--- src/rtl/dualport_ram_be_clr.sv ---
// Simple dual-port RAM with byte enables, selectable read-during-write data,
// optional output register and a one-word-per-cycle clear engine started by reset.
module dualport_ram_be_clr #(
  parameter int RAM_WIDTH = 32,
  parameter int RAM_DEPTH = 64,
  parameter int ADDR_SIZE = 6,
  parameter int BYTE_W    = 8,
  parameter int RD_MODE   = 0,
  parameter int OUT_REG   = 0
) (
  input  logic                          clk,
  input  logic                          rst,
  input  logic                          write,
  input  logic [ADDR_SIZE-1:0]          wr_addr,
  input  logic [RAM_WIDTH/BYTE_W-1:0]   wr_be,
  input  logic [RAM_WIDTH-1:0]          data_in,
  input  logic                          read,
  input  logic [ADDR_SIZE-1:0]          rd_addr,
  output logic [RAM_WIDTH-1:0]          data_out,
  output logic                          rd_valid,
  output logic                          busy
);

  localparam int NBE = RAM_WIDTH / BYTE_W;
  localparam int IW  = (RAM_DEPTH > 1) ? $clog2(RAM_DEPTH) : 1;
  localparam logic [ADDR_SIZE:0]   DEPTH_A = (ADDR_SIZE+1)'(RAM_DEPTH);
  localparam logic [ADDR_SIZE-1:0] LAST_A  = ADDR_SIZE'(RAM_DEPTH - 1);

  if (RAM_WIDTH % BYTE_W != 0) begin : g_bad_width
    $error("RAM_WIDTH must be a multiple of BYTE_W");
  end
  if ((2 ** ADDR_SIZE) < RAM_DEPTH) begin : g_bad_addr
    $error("ADDR_SIZE too small for RAM_DEPTH");
  end

  typedef enum logic {CLEAR, IDLE} state_t;

  state_t                 state, state_nxt;
  logic [ADDR_SIZE-1:0]   clr_ptr, clr_ptr_nxt;
  logic [RAM_WIDTH-1:0]   mem [RAM_DEPTH];

  logic                   wr_ok, rd_ok, collide;
  logic [RAM_WIDTH-1:0]   rd_word;
  logic [RAM_WIDTH-1:0]   rd_data_p0;
  logic                   rd_vld_p0;

  function automatic logic [RAM_WIDTH-1:0] merge_be(
    input logic [RAM_WIDTH-1:0] old_w,
    input logic [RAM_WIDTH-1:0] new_w,
    input logic [NBE-1:0]       be
  );
    logic [RAM_WIDTH-1:0] m;
    m = old_w;
    for (int k = 0; k < NBE; k++) begin
      if (be[k]) m[k*BYTE_W +: BYTE_W] = new_w[k*BYTE_W +: BYTE_W];
    end
    return m;
  endfunction

  function automatic logic in_range(input logic [ADDR_SIZE-1:0] a);
    return {1'b0, a} < DEPTH_A;
  endfunction

  function automatic logic [IW-1:0] idx(input logic [ADDR_SIZE-1:0] a);
    return a[IW-1:0];
  endfunction

  assign busy = (state == CLEAR);

  always_ff @(posedge clk) begin
    if (rst) begin
      state   <= CLEAR;
      clr_ptr <= '0;
    end else begin
      state   <= state_nxt;
      clr_ptr <= clr_ptr_nxt;
    end
  end

  always_comb begin
    state_nxt   = state;
    clr_ptr_nxt = clr_ptr;
    case (state)
      CLEAR: begin
        clr_ptr_nxt = clr_ptr + 1'b1;
        if (clr_ptr == LAST_A) begin
          state_nxt   = IDLE;
          clr_ptr_nxt = '0;
        end
      end
      IDLE:    state_nxt = IDLE;
      default: state_nxt = CLEAR;
    endcase
  end

  // Port qualification: nothing reaches the array or read path while clearing
  assign wr_ok   = !rst && (state == IDLE) && write && in_range(wr_addr) && (|wr_be);
  assign rd_ok   = !rst && (state == IDLE) && read;
  assign collide = wr_ok && (rd_addr == wr_addr);

  always_comb begin
    rd_word = '0;
    if (in_range(rd_addr)) begin
      rd_word = mem[idx(rd_addr)];
      if (RD_MODE == 1 && collide) rd_word = merge_be(mem[idx(rd_addr)], data_in, wr_be);
    end
  end

  always_ff @(posedge clk) begin
    if (!rst && state == CLEAR) mem[idx(clr_ptr)] <= '0;
    else if (wr_ok)             mem[idx(wr_addr)] <= merge_be(mem[idx(wr_addr)], data_in, wr_be);
  end

  // Stage p0: array read register
  always_ff @(posedge clk) begin
    if (rst) begin
      rd_vld_p0  <= 1'b0;
      rd_data_p0 <= '0;
    end else begin
      rd_vld_p0 <= rd_ok;
      if (rd_ok) rd_data_p0 <= rd_word;
    end
  end

  // Stage p1: optional output register
  if (OUT_REG != 0) begin : g_out_reg
    logic [RAM_WIDTH-1:0] rd_data_p1;
    logic                 rd_vld_p1;
    always_ff @(posedge clk) begin
      if (rst) begin
        rd_vld_p1  <= 1'b0;
        rd_data_p1 <= '0;
      end else begin
        rd_vld_p1 <= rd_vld_p0;
        if (rd_vld_p0) rd_data_p1 <= rd_data_p0;
      end
    end
    assign data_out = rd_data_p1;
    assign rd_valid = rd_vld_p1;
  end else begin : g_no_out_reg
    assign data_out = rd_data_p0;
    assign rd_valid = rd_vld_p0;
  end

endmodule

--- config.mk ---
export PLATFORM = sky130hd
export DESIGN_NAME = dualport_ram_be_clr
export DESIGN_NICKNAME = d
export VERILOG_FILES = /design/src/rtl/dualport_ram_be_clr.sv
export SDC_FILE = /design/constraint.sdc
export NUM_CORES = 2
export LEC_CHECK = 0
export ABC_AREA = 1
export BUFFER_PORTS_ARGS = -buffer_cell sky130_fd_sc_hd__buf_2
export CAP_MARGIN = 15
export CORE_ASPECT_RATIO = 0.7
export CORE_UTILIZATION = 35
export CTS_CLUSTER_SIZE = 14
export DETAILED_ROUTE_END_ITERATION = 10
export GPL_ROUTABILITY_DRIVEN = 0
export SLEW_MARGIN = 5
export SYNTH_ARGS = -nofsm -noshare
export SYNTH_HDL_FRONTEND = slang
export SYNTH_SLANG_ARGS = --single-unit
--- constraint.sdc ---
create_clock -name clk -period 4.6 [get_ports clk]
set_clock_uncertainty 0.2 [all_clocks]
set_input_delay 0.92 -clock clk [delete_from_list [all_inputs] [get_ports clk]]
set_output_delay 0.92 -clock clk [all_outputs]
set_load 0.03 [all_outputs]
==> metrics <==
crit-path leading delay family simple AND/OR/NAND/NOR gates; Yosys warning count 0; Critical R2R Capture mem[17][17]; Hold Crit Class primary input to flip-flop; Pleak 0.03678 uW; largest net degree at the start of global routing 209; Max-Slew Margin vs Limit 26.68%; area share of fa/ha/maj cells after synthesis 0.01471%; IO Pins 86; DP HPWL 160,600 microns; cts hold-fix bufs 0; worst hold start rst; flop2flop setup slack 0.68 ns; Register Area 62,300 sq um; sequential power share 55.0%; register bit total from synthesis 2,088; worst r2r path cells 10; Comb pwr share 5.3%; Req. time, crit path 4.84 ns; nets@finish 7,682; clock sinks 2,088; Core Util, Final 39.96%; Synth Area in Simple Gates 24.13%; count of cell types in the netlist 25; Crit-path slowest cell nor2_1; largest cells by area after synthesis edfxtp_1 72%, nand2_1 13%, nand3_1 10%, clkbuf_1 1.6%, nor2_1 1.3%; hold worst-path end clr_ptr[0]; H-tree Lvls 4; RSZ-0062 raised after global routing no; share of layout cells above drive strength 1 9.037%; TritonCTS Buffers 188; register area share after synthesis 73.25%; Post-Synth XOR/XNOR Area 0.01030%; vias in the first global route 54,900; Netlist Area Pre-Place 85,050 sq um; Max Fclk 0.2550 GHz; switching share of power 22.07%; Synth Area in Compound Gates 0.1442%; grt ovf 0; Setup TNS 0 ns; main combinational cell family by area after synthesis simple AND/OR/NAND/NOR gates; Clock power frac 39.7%; status finished clean; GR Util All Layers 20.72%; synthesized area per cell 11.31 sq um; Die H 414.4 microns; worst hold slack 0.1788 ns; CP Cell Sequence inv_2, nor2_4, inv_2, nor2_4, nand2_4, o21ai_4, inv_2, nor2_2, nand2_1, nor2_1; Core Footprint 241,800 sq um; Arr. time, crit path 4.16 ns; PD cells 388.0 nW/um^2; total of max-cap violations 0; dominant synthesized flop cell edfxtp_1; most used cell, CP inv_2; Post-CTS Resized 0; post-CTS setup buffer count 0; post-synthesis mux area share 0%; Final Hold Vio Count 0; Reg clk slew, reported paths 0.06 ns; drt initial violations 8,305; detailed-route vias per instance 5.333; Buf/Inv on CP 3; worst r2r src state; post-route insts no fill 10,980; initial antenna violation count 3; critical path class flip-flop to flip-flop; Tcrit/Tclk final 85.26%; max-slew violation count 0; Worst Setup Start Kind flip-flop; clk root buf clkbuf_16; Slew @ Worst Pin 1.098 ns; Port Buffers 85; DRC 0; Avg WL per Cell 23.64 microns; crit path time final 3.922 ns; Post-Route WL 259,400 microns; Net Count, Synth 7,571; sw power 8278 uW; die extent in x 591.2 microns; area of the multi-input gates 20,920 sq um; CP max stage delay 0.80 ns; clock latency on the worst-skew pair 0.84 ns; Hold Path Depth 2; Max Root-Sink Buffers 4; ys async rst share 0%; peak supply drop 0.0002818 V; Rows 151; Post-Synthesis Cells 7,518; Area after DPL 91,090 sq um; Post-synth top cells 2,836 x nand2_1, 2,048 x edfxtp_1, 1,714 x nand3_1; Int Power 29,220 uW; global-route wire length before repair 375,300 microns; DRT antenna net count 0; Post-synth EDFFs 2,048; setup violators final 0; Die Area 245,000 sq um; CP endpoint kind flip-flop; CTS tree built; placed instance count 10,650; fillers 22,810; DRT Pass-1 Iters 6; Yosys top cell by area edfxtp_1; finished layout cell area 96,640 sq um; area delta synth->final 13.63%; total number of vias 58,530; Starting Density 35.17%; top cell type's share of synthesized area 72.31%; cell with the most instances after synthesis nand2_1; crit-path max FO 13
[power groups by stage]
stage                     registers, uW  logic [uW]  clock network, uW
after floorplan                   21000        1190                  0
after global placement            21000        1930                  0
after detailed placement          21000        1940                  0
after CTS                         20600        1950              15000
after global routing              20600        2140              15700
final                             20600        1990              14900
[state kept, by name (all words and copies together), names as in the netlist]
register / flops
rd_valid: 1
state: 1
mem: 2048
clr_ptr: 6
data_out: 32
[layout by cell type, fill, tap and decap left out, drive strengths merged, types with 11 or more instances in the layout]
cell type  count
nor2         312
edfxtp      2048
buf          403
inv           61
clkinv        44
dfxtp         40
clkbuf       269
nand2       2838
nand3       1714
o21ai         11
[how the worst max path moves through the flow]
| stage | end | from | slack (ns) | cells past startpoint |
|---|---|---|---|---|
| 2_1_floorplan | mem[0][10] | rst | 0.72 | 7 |
| 3_3_place_gp | mem[56][19] | wr_be[1] | 0.31 | 10 |
| 3_5_place_dp | mem[27][17] | rst | 0.29 | 10 |
| 4_1_cts | mem[27][22] | state | 0.85 | 10 |
| 5_1_grt | mem[41][20] | state | 0.56 | 10 |
| 6_report | mem[17][17] | state | 0.68 | 10 |
[through the flow]
step	total power, uW	setup WS, ns
global route	38490	0.5600
global placement	22970	0.3105
finish	37500	0.6780
detailed placement	22980	0.2862
CTS	37580	0.8453
floorplan	22220	0.7182
[metal layers]
layer	track usage, %	routed length, microns	vias to the layer above	share of wire, %
met5	0	224	-	0.086
met3	6.001	32260	406	12
li1	-	-	26280	-
met2	28.89	107200	3282	41
met4	6.608	8312	6	3.2
met1	30.80	111400	28560	43
[kinds of logic (layout without fill, tap and decap cells)]
| family | count (synthesis) | in the layout |
|---|---|---|
| AOI/OAI and AO/OA | 18 | 18 |
| buffers and inverters | 543 | 782 |
| other | 0 | 6 |
| and+or+nand+nor | 4867 | 4867 |
| xor gates and xnor gates | 1 | 1 |
| adders and majority gates | 1 | 1 |
| DFF | 2088 | 2088 |
[final cells by class]
| class | count | share of cell area (%) |
|---|---|---|
| well taps | 3213 | 4.160 |
| repair buffers | 403 | 3.714 |
| clock buffers | 269 | 5.373 |
| flip-flops and latches | 2088 | 64.46 |
| multi-input cells | 4887 | 21.65 |
| inverters | 61 | 0.2667 |
| clock inverters | 49 | 0.3547 |
| diodes | 6 | 0.01554 |
(Power assumes the default switching activity.)
